[config.mk]
export PLATFORM = sky130hd
export DESIGN_NAME = normalizer_stream_arbiter
export DESIGN_NICKNAME = d
export VERILOG_FILES = /design/src/rtl/normalizer_pkg.sv /design/src/rtl/ndata_skid_buffer.sv /design/src/rtl/normalizer_stream_arbiter.sv
export SDC_FILE = /design/constraint.sdc
export NUM_CORES = 1
export LEC_CHECK = 0
export ABC_AREA = 1
export BUFFER_PORTS_ARGS = -buffer_cell sky130_fd_sc_hd__buf_4
export CAP_MARGIN = 10
export CORE_MARGIN = 5
export CORE_UTILIZATION = 44
export CTS_CLUSTER_DIAMETER = 150
export CTS_CLUSTER_SIZE = 24
export DETAILED_ROUTE_END_ITERATION = 10
export PLACE_DENSITY = 0.77
export SLEW_MARGIN = 20
export SYNTH_ARGS = -nofsm -noshare
export SYNTH_HDL_FRONTEND = slang
export SYNTH_SLANG_ARGS = --single-unit
[constraint.sdc]
create_clock -name clk -period 4.9 [get_ports clk]
set_clock_uncertainty 0.2 [all_clocks]
set_input_delay 0.49 -clock clk [delete_from_list [all_inputs] [get_ports clk]]
set_output_delay 0.49 -clock clk [all_outputs]
set_load 0.02 [all_outputs]
[src/rtl/normalizer_pkg.sv]
// Shared types and helpers for the data_normalizer front end.
package normalizer_pkg;

  // Arbiter FSM: IDLE arbitrates, LOCKED owns the datapath for one packet.
  typedef enum logic {
    IDLE   = 1'b0,
    LOCKED = 1'b1
  } arb_state_t;

  // Round-robin pointer increment with wrap-around at n.
  function automatic int next_rr(input int ptr, input int n);
    return (ptr >= n - 1) ? 0 : ptr + 1;
  endfunction

endpackage

[src/rtl/ndata_skid_buffer.sv]
// Two-entry registered slice for ndata beats (data/keep/last) plus a sideband tag.
// Output comes straight from a register. s_ready is itself a register, so nothing
// on the upstream side depends combinationally on m_ready.
module ndata_skid_buffer #(
  parameter int ELEM_WIDTH     = 8,
  parameter int NUM_ELEMENTS   = 8,
  parameter int SIDEBAND_WIDTH = 1
) (
  input  logic                               clk,
  input  logic                               rst,
  input  logic [ELEM_WIDTH*NUM_ELEMENTS-1:0] s_data,
  input  logic [NUM_ELEMENTS-1:0]            s_keep,
  input  logic                               s_last,
  input  logic [SIDEBAND_WIDTH-1:0]          s_side,
  input  logic                               s_valid,
  output logic                               s_ready,
  output logic [ELEM_WIDTH*NUM_ELEMENTS-1:0] m_data,
  output logic [NUM_ELEMENTS-1:0]            m_keep,
  output logic                               m_last,
  output logic [SIDEBAND_WIDTH-1:0]          m_side,
  output logic                               m_valid,
  input  logic                               m_ready
);

  typedef struct packed {
    logic [SIDEBAND_WIDTH-1:0]          side;
    logic [ELEM_WIDTH*NUM_ELEMENTS-1:0] data;
    logic [NUM_ELEMENTS-1:0]            keep;
    logic                               last;
  } entry_t;

  entry_t     in_entry;
  entry_t     head_q, head_d;   // entry presented on m_*
  entry_t     tail_q, tail_d;   // overflow entry, used only while m_ready stalls
  logic [1:0] count_q, count_d;
  logic       ready_q;
  logic       push, pop;

  assign in_entry = {s_side, s_data, s_keep, s_last};
  assign push     = s_valid && ready_q;
  assign pop      = (count_q != 2'd0) && m_ready;

  // Next occupancy and entry contents for every push/pop combination.
  always_comb begin
    // NOTE: every signal this block drives gets a default first, so the paths that leave an entry untouched cannot infer a latch.
    head_d  = head_q;
    tail_d  = tail_q;
    count_d = count_q;
    case (count_q)
      2'd0: begin
        if (push) begin
          head_d  = in_entry;
          count_d = 2'd1;
        end
      end
      2'd1: begin
        case ({push, pop})
          2'b11:   head_d = in_entry;
          2'b10: begin
            tail_d  = in_entry;
            count_d = 2'd2;
          end
          2'b01:   count_d = 2'd0;
          default: ;
        endcase
      end
      default: begin
        // Full: s_ready is low, so only a pop can happen.
        if (pop) begin
          head_d  = tail_q;
          count_d = 2'd1;
        end
      end
    endcase
  end

  // Slice registers; ready is registered from the next occupancy.
  always_ff @(posedge clk or posedge rst) begin
    if (rst) begin
      // NOTE: the payload registers are reset as well, because keep/last/sideband must read 0 straight out of reset; a deeper FIFO array would normally be left unreset.
      head_q  <= '0;
      tail_q  <= '0;
      count_q <= 2'd0;
      ready_q <= 1'b1;
    end else begin
      // NOTE: sequential state uses non-blocking assignments only, so every register samples pre-edge values regardless of statement order.
      head_q  <= head_d;
      tail_q  <= tail_d;
      count_q <= count_d;
      ready_q <= (count_d != 2'd2);
    end
  end

  assign s_ready = ready_q;
  assign m_valid = (count_q != 2'd0);
  assign m_data  = head_q.data;
  assign m_keep  = head_q.keep;
  assign m_last  = head_q.last;
  assign m_side  = head_q.side;

endmodule

[src/rtl/normalizer_stream_arbiter.sv]
// Packet-granular round-robin arbiter that shares one data_normalizer among
// NUM_STREAMS producers. A grant is held until the owner's last beat is accepted,
// so packets never interleave. Beats pass unmodified through a 2-entry skid slice
// and are tagged with their source stream id. The element type is carried as
// ELEM_WIDTH-bit elements, NUM_ELEMENTS per beat.
module normalizer_stream_arbiter
  import normalizer_pkg::*;
#(
  parameter int ELEM_WIDTH   = 8,
  parameter int NUM_ELEMENTS = 8,
  parameter int NUM_STREAMS  = 4,
  parameter int ID_WIDTH     = (NUM_STREAMS > 1) ? $clog2(NUM_STREAMS) : 1
) (
  input  logic                                                clk,
  input  logic                                                rst,
  input  logic [NUM_STREAMS-1:0][ELEM_WIDTH*NUM_ELEMENTS-1:0] in_data,
  input  logic [NUM_STREAMS-1:0][NUM_ELEMENTS-1:0]            in_keep,
  input  logic [NUM_STREAMS-1:0]                              in_last,
  input  logic [NUM_STREAMS-1:0]                              in_valid,
  output logic [NUM_STREAMS-1:0]                              in_ready,
  output logic [ELEM_WIDTH*NUM_ELEMENTS-1:0]                  out_data,
  output logic [NUM_ELEMENTS-1:0]                             out_keep,
  output logic                                                out_last,
  output logic                                                out_valid,
  input  logic                                                out_ready,
  output logic [ID_WIDTH-1:0]                                 out_stream_id,
  output logic                                                pkt_done,
  output logic                                                busy
);

  localparam int DATA_WIDTH = ELEM_WIDTH * NUM_ELEMENTS;

  arb_state_t               state_q, state_d;
  logic [ID_WIDTH-1:0]      grant_q, grant_d;
  logic [ID_WIDTH-1:0]      rr_ptr_q, rr_ptr_d;
  logic [ID_WIDTH-1:0]      rr_winner;
  logic                     pkt_done_q, pkt_done_d;

  logic [2*NUM_STREAMS-1:0] valid_dbl;
  logic [NUM_STREAMS-1:0]   valid_rot;

  logic [DATA_WIDTH-1:0]    sel_data;
  logic [NUM_ELEMENTS-1:0]  sel_keep;
  logic                     sel_last;
  logic                     sel_valid;
  logic                     slice_ready;
  logic                     handshake;

  // Round-robin search: rotate so rr_ptr lands on bit 0, pick the lowest set bit, rotate the index back.
  always_comb begin
    int rot_idx;
    int win_idx;
    valid_dbl = {in_valid, in_valid};
    valid_rot = valid_dbl[rr_ptr_q +: NUM_STREAMS];
    rot_idx   = 0;
    for (int i = NUM_STREAMS - 1; i >= 0; i--) begin
      if (valid_rot[i]) rot_idx = i;
    end
    win_idx = rot_idx + int'(rr_ptr_q);
    if (win_idx >= NUM_STREAMS) win_idx = win_idx - NUM_STREAMS;
    rr_winner = ID_WIDTH'(win_idx);
  end

  // Input mux: only the granted stream reaches the slice, and only while LOCKED.
  assign sel_data  = in_data[grant_q];
  assign sel_keep  = in_keep[grant_q];
  assign sel_last  = in_last[grant_q];
  assign sel_valid = (state_q == LOCKED) && in_valid[grant_q];
  assign handshake = sel_valid && slice_ready;

  // Next-state, grant/pointer updates and per-stream ready.
  always_comb begin
    state_d    = state_q;
    grant_d    = grant_q;
    rr_ptr_d   = rr_ptr_q;
    pkt_done_d = 1'b0;
    in_ready   = '0;
    case (state_q)
      IDLE: begin
        // One bubble per packet: nothing is accepted while arbitrating.
        if (|in_valid) begin
          grant_d = rr_winner;
          state_d = LOCKED;
        end
      end
      LOCKED: begin
        in_ready[grant_q] = slice_ready;
        if (handshake && sel_last) begin
          pkt_done_d = 1'b1;
          rr_ptr_d   = ID_WIDTH'(next_rr(int'(grant_q), NUM_STREAMS));
          state_d    = IDLE;
        end
      end
      default: state_d = IDLE;
    endcase
  end

  // FSM state, grant, round-robin pointer and the pkt_done pulse.
  always_ff @(posedge clk or posedge rst) begin
    if (rst) begin
      state_q    <= IDLE;
      grant_q    <= '0;
      rr_ptr_q   <= '0;
      pkt_done_q <= 1'b0;
    end else begin
      state_q    <= state_d;
      grant_q    <= grant_d;
      rr_ptr_q   <= rr_ptr_d;
      pkt_done_q <= pkt_done_d;
    end
  end

  ndata_skid_buffer #(
    .ELEM_WIDTH     (ELEM_WIDTH),
    .NUM_ELEMENTS   (NUM_ELEMENTS),
    .SIDEBAND_WIDTH (ID_WIDTH)
  ) u_slice (
    .clk     (clk),
    .rst     (rst),
    .s_data  (sel_data),
    .s_keep  (sel_keep),
    .s_last  (sel_last),
    .s_side  (grant_q),
    .s_valid (sel_valid),
    .s_ready (slice_ready),
    .m_data  (out_data),
    .m_keep  (out_keep),
    .m_last  (out_last),
    .m_side  (out_stream_id),
    .m_valid (out_valid),
    .m_ready (out_ready)
  );

  assign pkt_done = pkt_done_q;
  assign busy     = (state_q == LOCKED);

endmodule

* After elaboration in Yosys (flattened, before gate mapping)
Cells that the tools add are included.
** Storage, ports and cells
- Flip-flop bits (word level) :: 159
- Output and inout port bits :: 82
- Logic and storage cells :: 74
** Cells by class
- Reduce and logical (&&, ||, !) cells :: 13
- Bitwise gates (word level) :: 2
- Add/subtract/negate cells :: 3
- Multiplexer cells :: 30
- Eq/ne operators :: 7
- Shift-type cells :: 1
- $lt $le $gt $ge :: 4
** Operators by type and width (count)
- $mux 75 :: 3
- $pmux 75 s2 :: 1
- $bmux 64 s2 :: 1
- $mux 64 :: 1
- $add 32x3->32 :: 1
- $ge 32x4->1 const B :: 1
- $mux 32 :: 1
- $bmux 8 s2 :: 1
- $mux 2 :: 7
- $mux 8 :: 1
- $pmux 2 s2 :: 2
- $shiftx 8x3->4 :: 1
- $mux 1 :: 7
- $ne 2x2->1 const B :: 3
- $reduce_and 2->1 :: 3
- $logic_and 1x1->1 :: 5
- $and 4x4->4 :: 1
- $bmux 1 s2 :: 2
- $eq 2x1->1 const B :: 2
- $eq 2x2->1 const B :: 2
- $mux 4 :: 1
- $reduce_or 4->1 :: 1
- $lt 2x3->1 const B :: 1
- $reduce_and 3->1 :: 1
- 10 further kinds :: 10

* Longest topological paths before layout
Gate-level depths: netlist (run 1).
- Depth after elaboration :: 8
- Depth in mapped cells :: 14
- Depth with buffers taken out :: 12

* By module
From an unflattened synthesis (run 1), not the netlist that was laid out.
** Second synthesis, totals
- Cells, all modules :: 1405
- Area, all modules :: 9517.9 um2
** By module, submodules not included
- ndata_skid_buffer :: area an instance 6935.4 um2, sequential area each 3829.9 um2, instances 1, cells each 906
- normalizer_stream_arbiter :: area an instance 2582.5 um2, sequential area each 150.1 um2, instances 1, cells each 499

* Worst setup path after synthesis (run 1)
OpenSTA, ideal clock, no wires.
- Kind :: register to register
- Start :: register grant_q[0]
- End :: register u_slice.tail_q[12] (netlist bit)
- Cell stages (with the launch flop) :: 12
- Library setup time :: 133 ps
- Period minus slack after synthesis :: 2159 ps
- Arrival :: 1826 ps
- Slack :: 2741 ps
- Path buffers :: 2
- Path through :: dfrtp_1 -> inv_2 -> nand2_1 -> o211ai_1 -> nand2_1 -> nand2_1 -> inv_1 -> ha_1 -> nand3_1 -> clkbuf_1 -> clkbuf_1 -> o21ai_0
** Between the ends
- Cells in the longest elaborated chain, start to end :: 6
** Ends and longest elaborated chain
- from (decl) :: line normalizer_stream_arbiter.sv:34 : logic [ID_WIDTH-1:0] grant_q, grant_d;
- from (signal assigned) :: line normalizer_stream_arbiter.sv:107 : grant_q <= grant_d;
- $bmux 1 s2 :: line normalizer_stream_arbiter.sv:68 : assign sel_valid = (state_q == LOCKED) && in_valid[grant_q];
- $mux 1 (implied by the code) :: line normalizer_stream_arbiter.sv:68
- $logic_and 1x1->1 :: line normalizer_stream_arbiter.sv:68
- $logic_and 1x1->1 :: line ndata_skid_buffer.sv:40 : assign push = s_valid && ready_q;
- $eq 2x2->1 :: line ndata_skid_buffer.sv:57 : case ({push, pop})
- $reduce_and 2->1 (no line)
- to (signal assigned) :: line ndata_skid_buffer.sv:88 : tail_q <= tail_d;
- to (decl) :: line ndata_skid_buffer.sv:34 : entry_t tail_q, tail_d;
Several ways; a longest one is shown, not always the timed one. The select of a mux whose other input is x is not followed.
A chain may end at the register's enable or synchronous reset.

* Worst setup path after layout (run 1)
- Start :: register grant_q[1]
- End :: output port in_ready[0]
** Between the ends
- Cells in the longest elaborated chain, start to end :: 6
** Ends and longest elaborated chain
- $lt 2x3->1 (implied by the code) / $ge 2x1->1 (equally long branches) :: line normalizer_stream_arbiter.sv:87 : in_ready[grant_q] = slice_ready;
- $logic_and 1x1->1 (implied by the code) :: line normalizer_stream_arbiter.sv:87
- $mux 1 (implied by the code) :: line normalizer_stream_arbiter.sv:87
- $demux 1 s2 (*) :: line normalizer_stream_arbiter.sv:87
- $and 4x4->4 (no line) (*)
- $mux 4 (*) :: line normalizer_stream_arbiter.sv:78 : case (state_q)
- to (decl) :: line normalizer_stream_arbiter.sv:20 : output logic [NUM_STREAMS-1:0] in_ready,
Mark *: on every way between the ends. The rest lies on a longest branch, timed or not.

==> metrics, run 1 <==
Pwr Density slightly above 700 nW/um^2; number of max-cap violations 0; Critical Path, Cell by Cell inv_2 -> buf_4 -> ha_1 -> inv_1 -> nor2_1 -> buf_4; Finished Layout Cells 1989; routability cong. 0.8543; die area 24150 sq um; VDD IR max about 680 uV; pre-CTS WS 1.694 ns; drt drc 0; Max stage delay on crit path about 0.73 ns; CP arrival around 3 ns; reg2reg end u_slice.m_data[10]$_DFFE_PP0P_; flop2flop setup slack 1.77 ns; Core Box Area 20890 sq um; total gr overflow 0; Final period util 74.07%; clk buf depth 2; post_cts resized 0; Routed Antenna Nets 0; Total Power ~9.0 mW; Setup crit start kind flip-flop; RSZ-0062 raised after global routing false; 1st-pass router iterations 5; distinct cell type count after synthesis 23; Final Util 61.08%; initial antenna violation count 0; Synth area leaders dfrtp_1 42%, nand2_1 28%, nand3_1 13%; CTS tree yes; via count of the first global-routing pass 9792; Final setup viols 0; run status finished, final reports clean; CP endpoint kind primary output; cell family with most CP delay buffers and inverters; IO Port Bufs 380; leakage slightly below 7 nW; Final Hold Vio Count 0; sequential fraction of the synthesis area a little over two fifths; final wirelength between 30000 and 40000 um; num rows 53; Worst-Skew Late Latency 0.42 ns; Syn Inst Count 1394; clk sinks 159; global-route wire length before repair slightly below 50000 um; chip height 155.4 um; fmax 0.2755 GHz; H-tree depth 4; crit path buf inv count 4; post-route setup TNS 0 ns; Tightest Hold Check Type in -> async; syn nets 1700; Ports 381; die width 155.4 um; total number of vias 10280; area grow syn2layout 37.14%; postcts setup bufs 0; CTS Hold Bufs 0; Cell Area, Synth roughly 9300 sq um; max-slew violations 0; ratio of cells with drive above 1 in the final layout approximately 25%; cell chosen for the clock root clkbuf_16; placed cells 1957; Yosys reg bits roughly 160; Synthesis Warnings 0; Mean Syn Cell Area 6.674 sq um; WP data required 4.21 ns; WS Path Type reg -> out; most used cell, CP buf_4; Final min period 3.629 ns; largest area contributor in the netlist dfrtp_1; slowest CP cell dfrtp_2; GRT Total Usage 24.32%; routed len/inst 15.26 um; Critical R2R Launch grant_q[1]$_DFFE_PP0P_; iteration-0 DRC count of the detailed router 701; R2R depth 10; Crit Path Max Fanout 44; Antenna Cells 0; clock edge transition at the registers on the reported setup and hold paths 0.06 ns; DP HPWL around 21000 um; slack of the critical path between 1 and 1.5 ns; vias per cell 5.168; Max-slew headroom between 30 and 40%; largest net degree at the start of global routing between 150 and 200; Inserted Clock Buffers 17; Yosys top cell area share 42.50%; Slew @ Worst Pin around 0.91 ns; Initial Utilization 44.54%; final layout net count around 2000
layer usage:
| metal | routed length (um) | GRT usage (%) |
|---|---|---|
| met5 | 0 | 0 |
| met4 | 779 | 7.753 |
| met2 | 14980 | 41.55 |
| met1 | 12330 | 30.77 |
| met3 | 2256 | 5.313 |
placed cells by master (no fill, tap or decap), types with 2 or more instances in the layout:
master and instances:
nand3_1 234, bufinv_16 3, clkinvlp_4 4, ha_1 7, nor2_1 6, inv_1 17, clkbuf_16 17, clkinv_4 3
inv_2 2, dfrtp_4 2, inv_6 2, buf_4 392, nand2_1 693, dfrtp_1 155, clkbuf_1 3, o22ai_1 2
o21ai_0 156
stage by stage:
stage	area (sq um)	hold WS, ns
after floorplan	9308	0.2529
after global placement	12160	0.2550
after detailed placement	12160	0.2598
after CTS	12760	0.1810
after global routing	12760	0.2192
final	12760	0.09422
worst max-delay path by stage:
stage / start / end / depth (start not counted)
6_report: grant_q[1]$_DFFE_PP0P_ / in_ready[0] / 6
5_1_grt: grant_q[1]$_DFFE_PP0P_ / in_ready[0] / 6
4_1_cts: grant_q[1]$_DFFE_PP0P_ / in_ready[0] / 6
3_5_place_dp: grant_q[1]$_DFFE_PP0P_ / in_ready[0] / 6
3_3_place_gp: grant_q[1]$_DFFE_PP0P_ / in_ready[0] / 6
2_1_floorplan: rst / busy$_DFF_PP0_ / 1
tightest hold or removal path, stage by stage:
cell and delay [ns]:
buf_4 0.12, clkinvlp_4 0.07, buf_12 0.56
cell families (layout without fill, tap and decap cells):
group	after synthesis	count (layout)	synth area share [%]
compound gates	162	162	8.916
flops	159	159	42.78
simple gates	939	939	41.22
xor+xnor	1	1	0.09415
buf+inv	126	446	6.052
fa+ha+maj	7	7	0.9413
cell type report:
cell class | count | area, sq um
clock buffer | 20 | 436.7
timing repair buffer | 393 | 2963
fill | 1966 | 8129
clock inverter | 12 | 161.4
multi-input combinational | 1109 | 4781
sequential | 159 | 3989
inverter | 21 | 85.08
tap | 275 | 344.1
sequential cells by signal, indices dropped and copies added (netlist names):
register and count:
u_slice.s_ready 1, u_slice.m_keep 8, u_slice.m_side 2, busy 1
u_slice.tail_q 75, pkt_done 1, u_slice.m_last 1, grant_q 2
rr_ptr_q 2, u_slice.m_data 64, u_slice.count_q 2
where the power goes:
part / switching [mW] / internal (mW)
Combinational: 3.32 / 1.79
Clock: 0.545 / 0.806
Sequential: 0.552 / 2.00
cells in the mapped netlist (all sizes together):
library cell	number
nand2	695
buf	62
nand3	235
o211ai	1
dfrtp	158
o22ai	2
nor2	8
nand3b	1
dfstp	1
a21boi	1
xor2	1
a21oi	2
inv	21
ha	7
o21ai	156
clkbuf	43
(Power assumes the default switching activity.)
==> run 2, diff against run 1 <==
--- a/config.mk
+++ b/config.mk
@@ -5,14 +5,14 @@
 export SDC_FILE = /design/constraint.sdc
 export NUM_CORES = 1
 export LEC_CHECK = 0
-export ABC_AREA = 1
+export ABC_AREA = 0
 export BUFFER_PORTS_ARGS = -buffer_cell sky130_fd_sc_hd__buf_4
 export CAP_MARGIN = 10
-export CORE_MARGIN = 5
-export CORE_UTILIZATION = 44
+export CORE_AREA = 5 5 146 148
 export CTS_CLUSTER_DIAMETER = 150
 export CTS_CLUSTER_SIZE = 24
 export DETAILED_ROUTE_END_ITERATION = 10
+export DIE_AREA = 0 0 151 153
 export PLACE_DENSITY = 0.77
 export SLEW_MARGIN = 20
 export SYNTH_ARGS = -nofsm -noshare
==> constraint.sdc (replaced) <==
create_clock -name clk -period 3.5 [get_ports clk]
set_clock_uncertainty 0.2 [all_clocks]
set_input_delay 0.35 -clock clk [delete_from_list [all_inputs] [get_ports clk]]
set_output_delay 0.35 -clock clk [all_outputs]
set_load 0.02 [all_outputs]
==> metrics, run 2 <==
cell family with most CP delay buffers and inverters; initial antenna violation count 0 (unchanged); Inserted Clock Buffers 17 (unchanged); placed instance area 11970 sq um (-1.6%); top post-synthesis cells by count 158 x dfrtp_1, 104 x o21ai_0, 75 x mux2_2, 75 x mux2i_1, 74 x mux4_2; ratio of cells with drive above 1 in the final layout 60.80% (+35 points); flop2flop setup slack 0.64 ns (-1.13 ns); Final period util 87.76%; Routed Antenna Nets 0 (unchanged); Slew @ Worst Pin 1.072 ns (+0.1653 ns); routability cong. 0.8133 (-4.8%); fmax 0.3256 GHz; crit path buf inv count 3 (-1); Setup crit start kind flip-flop; clk buf depth 2 (unchanged); distinct cell type count after synthesis 40 (+74%); final layout net count 1322 (-34%); drt drc 0 (unchanged); final wirelength 25550 um (-16%); H-tree depth 4 (unchanged); Final Hold Vio Count 0 (unchanged); post-route setup TNS 0 ns (unchanged); CTS tree yes; slack of the critical path 0.4284 ns (-0.8424 ns); Setup crit end in_ready[1]; Critical Path, Cell by Cell buf_4 -> inv_1 -> ha_1 -> and3_1 -> buf_4; num rows 52 (-1.9%); WS Path Type reg -> out; post-route cell area 12600 sq um (-1.2%); vias per cell 5.402 (+4.5%); largest area contributor in the netlist dfrtp_1; routed len/inst 19.69 um (+29%); Critical Path Source grant_q[1]$_DFFE_PP0P_; Cell Area, Synth 8954 sq um (-3.8%); FFs w/ async S/R, synth 100.0% (unchanged); Pwr Density 922.6 nW/um^2 (+31%); 1st-pass router iterations 6 (+1); via count of the first global-routing pass 7522 (-23%); slowest CP cell buf_4; Fin Hold WS 0.1617 ns (+0.06748 ns); IO Port Bufs 380 (unchanged); VDD IR max 797.2 uV (+18%); CP arrival 2.52 ns (-0.42 ns); cell chosen for the clock root clkbuf_16; postcts setup bufs 0 (unchanged); Stages on worst setup path 5 (-1); run status finished, final reports clean; die area 23100 sq um (-4.4%); RSZ-0062 raised after global routing false; largest net degree at the start of global routing 115 (-28%); Core Box Area 19910 sq um (-4.7%); GRT Total Usage 21.99% (-2.3 points); Crit Path Max Fanout 78 (+77%); Final min period 3.072 ns; total number of vias 7012 (-32%); global-route wire length before repair 39890 um (-17%); reg2reg end u_slice.m_data[59]$_DFFE_PP0P_; Max stage delay on crit path 0.80 ns (+0.07 ns); Top reg by flops u_slice.tail_q; most common cell in the netlist dfrtp_1; Tightest Hold Check Type in -> reg; CP endpoint kind primary output; FILL cells 1608 (-18%); R2R depth 7 (-3); Max-slew headroom 28.50% (-11 points); HP Start out_ready; max-slew violations 0 (unchanged); Synth area leaders dfrtp_1 44%, mux4_2 19%, mux2_2 9.4%; syn nets 969 (-43%); Syn Inst Count 663 (-52%); Final Util 63.30% (+2.2 points); Critical R2R Launch grant_q[0]$_DFFE_PP0P_; leakage 5.552 nW (-18%); clock edge transition at the registers on the reported setup and hold paths 0.06 ns (about the same); Final setup viols 0 (unchanged); Post-synth EDFFs 0 (unchanged); pre-CTS WS 0.5712 ns (-1.122 ns); Ports 381 (unchanged); clk sinks 159 (unchanged); Mean Syn Cell Area 13.50 sq um (+100%); chip height 153 um (-1.6%); Initial Utilization 44.97% (+0.43 points); area grow syn2layout 40.76%; number of max-cap violations 0 (unchanged); total gr overflow 0 (unchanged); Largest register FFs 75 (unchanged); most used cell, CP buf_4; Yosys top cell area share 44.16% (+1.7 points); Yosys reg bits 159 (unchanged); Worst-Skew Late Latency 0.41 ns (about the same); iteration-0 DRC count of the detailed router 336 (-52%); ys flop type dfrtp_1; most frequent cells in the layout 389 x buf_4, 155 x dfrtp_1, 104 x o21ai_0, 75 x mux2i_1, 75 x mux2_2; commonest non-fill, non-tap cell in the layout buf_4; Synthesis Warnings 0 (unchanged); WP data required 2.95 ns (-1.26 ns); sequential fraction of the synthesis area 44.45% (+1.7 points); DP HPWL 18900 um (-10%); Antenna Cells 0 (unchanged); die width 151 um (-2.8%)
[run 2: cell types whose count changed after synthesis, moves of 52 or more]
cell,previous run,this run
mux2_2,0,75
mux2i_1,0,75
mux4_2,0,74
nand2_1,694,7
nand3_1,235,0
o21ai_0,156,104
[run 2: worst min-delay path: stages]
cell and delay, ns:
buf_4 0.08, nand2b_1 0.18, o21ai_0 0.11
[run 2: worst min-delay path by stage]
stage	cells past startpoint	endpoint
5_1_grt	3	u_slice.count_q[1]$_DFF_PP0_
3_3_place_gp	2	u_slice.m_data[6]$_DFFE_PP0P_
4_1_cts	3	u_slice.count_q[1]$_DFF_PP0_
6_report	3	u_slice.count_q[1]$_DFF_PP0_
3_5_place_dp	2	u_slice.m_data[6]$_DFFE_PP0P_
2_1_floorplan	2	u_slice.tail_q[73]$_DFFE_PP0P_
[run 2: cell type report]
cell class              instances  area [sq um]  share of cell area (%)
clock inverters                13         185.2                   1.469
well taps                     270         337.8                   2.680
flip-flops and latches        159          3991                   31.67
repair buffers                394          3010                   23.89
multi-input cells             439          4617                   36.63
clock buffers                  18         439.2                   3.485
inverters                       5         22.52                  0.1787
[run 2: logic make-up after synthesis]
logic type,after synthesis,synth area share (%)
AO/OA/AOI/OAI,169,11.50
XOR/XNOR,1,0.09784
adder cells (fa/ha/maj),7,0.9782
buffers and inverters,65,4.108
flip-flops,159,44.45
multiplexers,224,36.43
AND/OR/NAND/NOR,38,2.432
[run 2: timing repair]
action / in CTS / in global routing
gates resized for setup: 0 / 0
hold buffers: 1 / 0
endpoints found under the hold margin: 19 / 0
[run 2: power breakdown]
part / leakage [nW] / total (mW) / internal (mW) / switching (mW)
Clock: 0.303 / 1.96 / 1.21 / 0.745
Sequential: 1.92 / 3.31 / 2.82 / 0.487
Combinational: 3.33 / 6.36 / 3.00 / 3.36
Total: 5.55 / 11.6 / 7.04 / 4.59
[run 2: routing by layer]
metal  part of all wire [%]  GRT usage [%]  wire length (um)  vias up
met1                     38          26.10              9754     3494
met4                    1.9          6.304               493        0
li1                       -              -                 -     3245
met5                      0              0                 0        -
met2                     52          38.49             13310      243
met3                    7.8          6.515              1998       30
[run 2: per-stage QoR]
| stage | instances | power, mW |
|---|---|---|
| 2_1_floorplan | 663 | 7.898 |
| 4_1_cts | 1298 | 11.80 |
| 3_3_place_gp | 1266 | 9.585 |
| 3_5_place_dp | 1266 | 9.796 |
| 5_1_grt | 1298 | 12.45 |
| 6_report | 1298 | 11.63 |
==> run 3, diff against run 2 <==
--- a/config.mk
+++ b/config.mk
@@ -13,6 +13,7 @@
 export CTS_CLUSTER_SIZE = 24
 export DETAILED_ROUTE_END_ITERATION = 10
 export DIE_AREA = 0 0 151 153
+export MAX_ROUTING_LAYER = met4
 export PLACE_DENSITY = 0.77
 export SLEW_MARGIN = 20
 export SYNTH_ARGS = -nofsm -noshare
==> metrics, run 3 (synthesis gave the netlist of run 2 again) <==
Tightest Hold Check Type in -> reg; most used routing layer met2; Finished Layout Cells 1298 (unchanged); commonest non-fill, non-tap cell in the layout buf_4; postcts setup bufs 0 (unchanged); Total Power 11.63 mW (about the same); max-slew violations 0 (unchanged); clk buf depth 2 (unchanged); Fin Hold WS 0.1599 ns (-0.001785 ns); chip height 153 um (unchanged); initial antenna violation count 0 (unchanged); Worst-Skew Late Latency 0.42 ns (about the same); run status finished, final reports clean; final layout net count 1322 (unchanged); area grow syn2layout 40.76% (unchanged); cell family with most CP delay buffers and inverters; die width 151 um (unchanged); total gr overflow 0 (unchanged); routed len/inst 19.73 um (+0.22%); vias per cell 5.425 (+0.43%); placed instance area 11970 sq um (unchanged); Antenna Cells 0 (unchanged); iteration-0 DRC count of the detailed router 328 (-2.4%); placed cells 1266 (unchanged); Critical Path, Cell by Cell buf_4 -> inv_1 -> ha_1 -> and3_1 -> buf_4; Pwr Density 922.9 nW/um^2 (about the same); RSZ-0062 raised after global routing false; ratio of cells with drive above 1 in the final layout 60.80% (unchanged); leakage 5.552 nW (unchanged); pre-CTS WS 0.5712 ns (unchanged); M1 GR Usage 26.61% (+0.51 points); GRT Total Usage 22.65% (+0.66 points); cell chosen for the clock root clkbuf_16; final wirelength 25610 um (+0.22%); Initial Utilization 44.97% (unchanged); VDD IR max 792.8 uV (-0.56%); clock edge transition at the registers on the reported setup and hold paths 0.06 ns (about the same); Slew @ Worst Pin 1.072 ns (-0.0003057 ns); clk sinks 159 (unchanged); Final setup viols 0 (unchanged); CP endpoint kind primary output; CTS tree yes; Crit Path Max Fanout 78 (unchanged); Core Box Area 19910 sq um (unchanged); Final period util 87.97% (+0.21 points); Inserted Clock Buffers 17 (unchanged); Ports 381 (unchanged); Final Util 63.30% (unchanged); Top reg by flops u_slice.tail_q; crit path buf inv count 3 (unchanged); Max-slew headroom 28.52% (about the same); total number of vias 7042 (+0.43%); via count of the first global-routing pass 7542 (+0.27%); Final Hold Vio Count 0 (unchanged); Setup crit start kind flip-flop; routability cong. 0.8253 (+1.5%); fmax 0.3248 GHz (-0.24%); IO Port Bufs 380 (unchanged); post-route setup TNS 0 ns (unchanged); GR Util met2 38.39% (-0.11 points); drt drc 0 (unchanged); 1st-pass router iterations 4 (-2); CP arrival 2.53 ns (about the same); DP HPWL 18900 um (unchanged); post-route cell area 12600 sq um (unchanged); Max stage delay on crit path 0.80 ns (about the same); slack of the critical path 0.4211 ns (-0.007345 ns); num rows 52 (unchanged); grt met3 use 6.485% (-0.030 points); largest net degree at the start of global routing 115 (unchanged); most frequent cells in the layout 389 x buf_4, 155 x dfrtp_1, 104 x o21ai_0, 75 x mux2i_1, 75 x mux2_2; die area 23100 sq um (unchanged); number of max-cap violations 0 (unchanged); Routed Antenna Nets 0 (unchanged); slowest CP cell buf_4; Largest register FFs 75 (unchanged); global-route wire length before repair 39850 um (about the same); WS Path Type reg -> out; H-tree depth 4 (unchanged); most used cell, CP buf_4; WP data required 2.95 ns (about the same); Final min period 3.079 ns (+0.007345 ns)
==> run 3: cell counts in the layout (fill, tap and decap cells not counted) <==
Identical to the previous run, type by type.
==> run 3: worst paths after layout <==
kind                                                      from                        endpoint  slack (ns)  cells after the start
worst max-delay path                    grant_q[1]$_DFFE_PP0P_                     in_ready[1]        0.42                      5
max in group asynchronous                                  rst    u_slice.count_q[1]$_DFF_PP0_        1.73                      4
worst min-delay path                                 out_ready    u_slice.count_q[1]$_DFF_PP0_        0.16                      3
worst max register to register          grant_q[0]$_DFFE_PP0P_  u_slice.m_data[59]$_DFFE_PP0P_        0.62                      7
worst min register to register  u_slice.tail_q[74]$_DFFE_PP0P_  u_slice.tail_q[74]$_DFFE_PP0P_        0.28                      2
min in group asynchronous                                  rst   u_slice.m_data[2]$_DFFE_PP0P_        0.35                      3
==> run 3: area by class of cell <==
cell class,count,area (sq um)
inverters,5,22.52
multi-input cells,439,4617
well taps,270,337.8
repair buffers,394,3010
fillers,1608,7306
clock buffers,18,439.2
clock inverters,13,185.2
flip-flops and latches,159,3991
==> run 3: tightest hold or removal path, cell delays in order <==
cell      delay [ns]
buf_4           0.08
nand2b_1        0.18
o21ai_0         0.11
==> run 3: layer usage <==
layer	up-vias	wire length, um
li1	3246	-
met2	245	13420
met4	0	466
met1	3522	9809
met3	29	1909
met5	-	0
==> run 3: power by group <==
part | leakage (nW) | total (mW) | internal (mW) | switching (mW)
combinational | 3.33 | 6.37 | 3.00 | 3.36
sequential | 1.92 | 3.31 | 2.82 | 0.486
clock | 0.303 | 1.96 | 1.21 | 0.745
total | 5.55 | 11.6 | 7.04 | 4.60
==> run 3: what timing repair did <==
| item | CTS | global route |
|---|---|---|
| resized for setup | 0 | 0 |
| hold endpoints to repair | 19 | 0 |
| hold buffers | 1 | 0 |
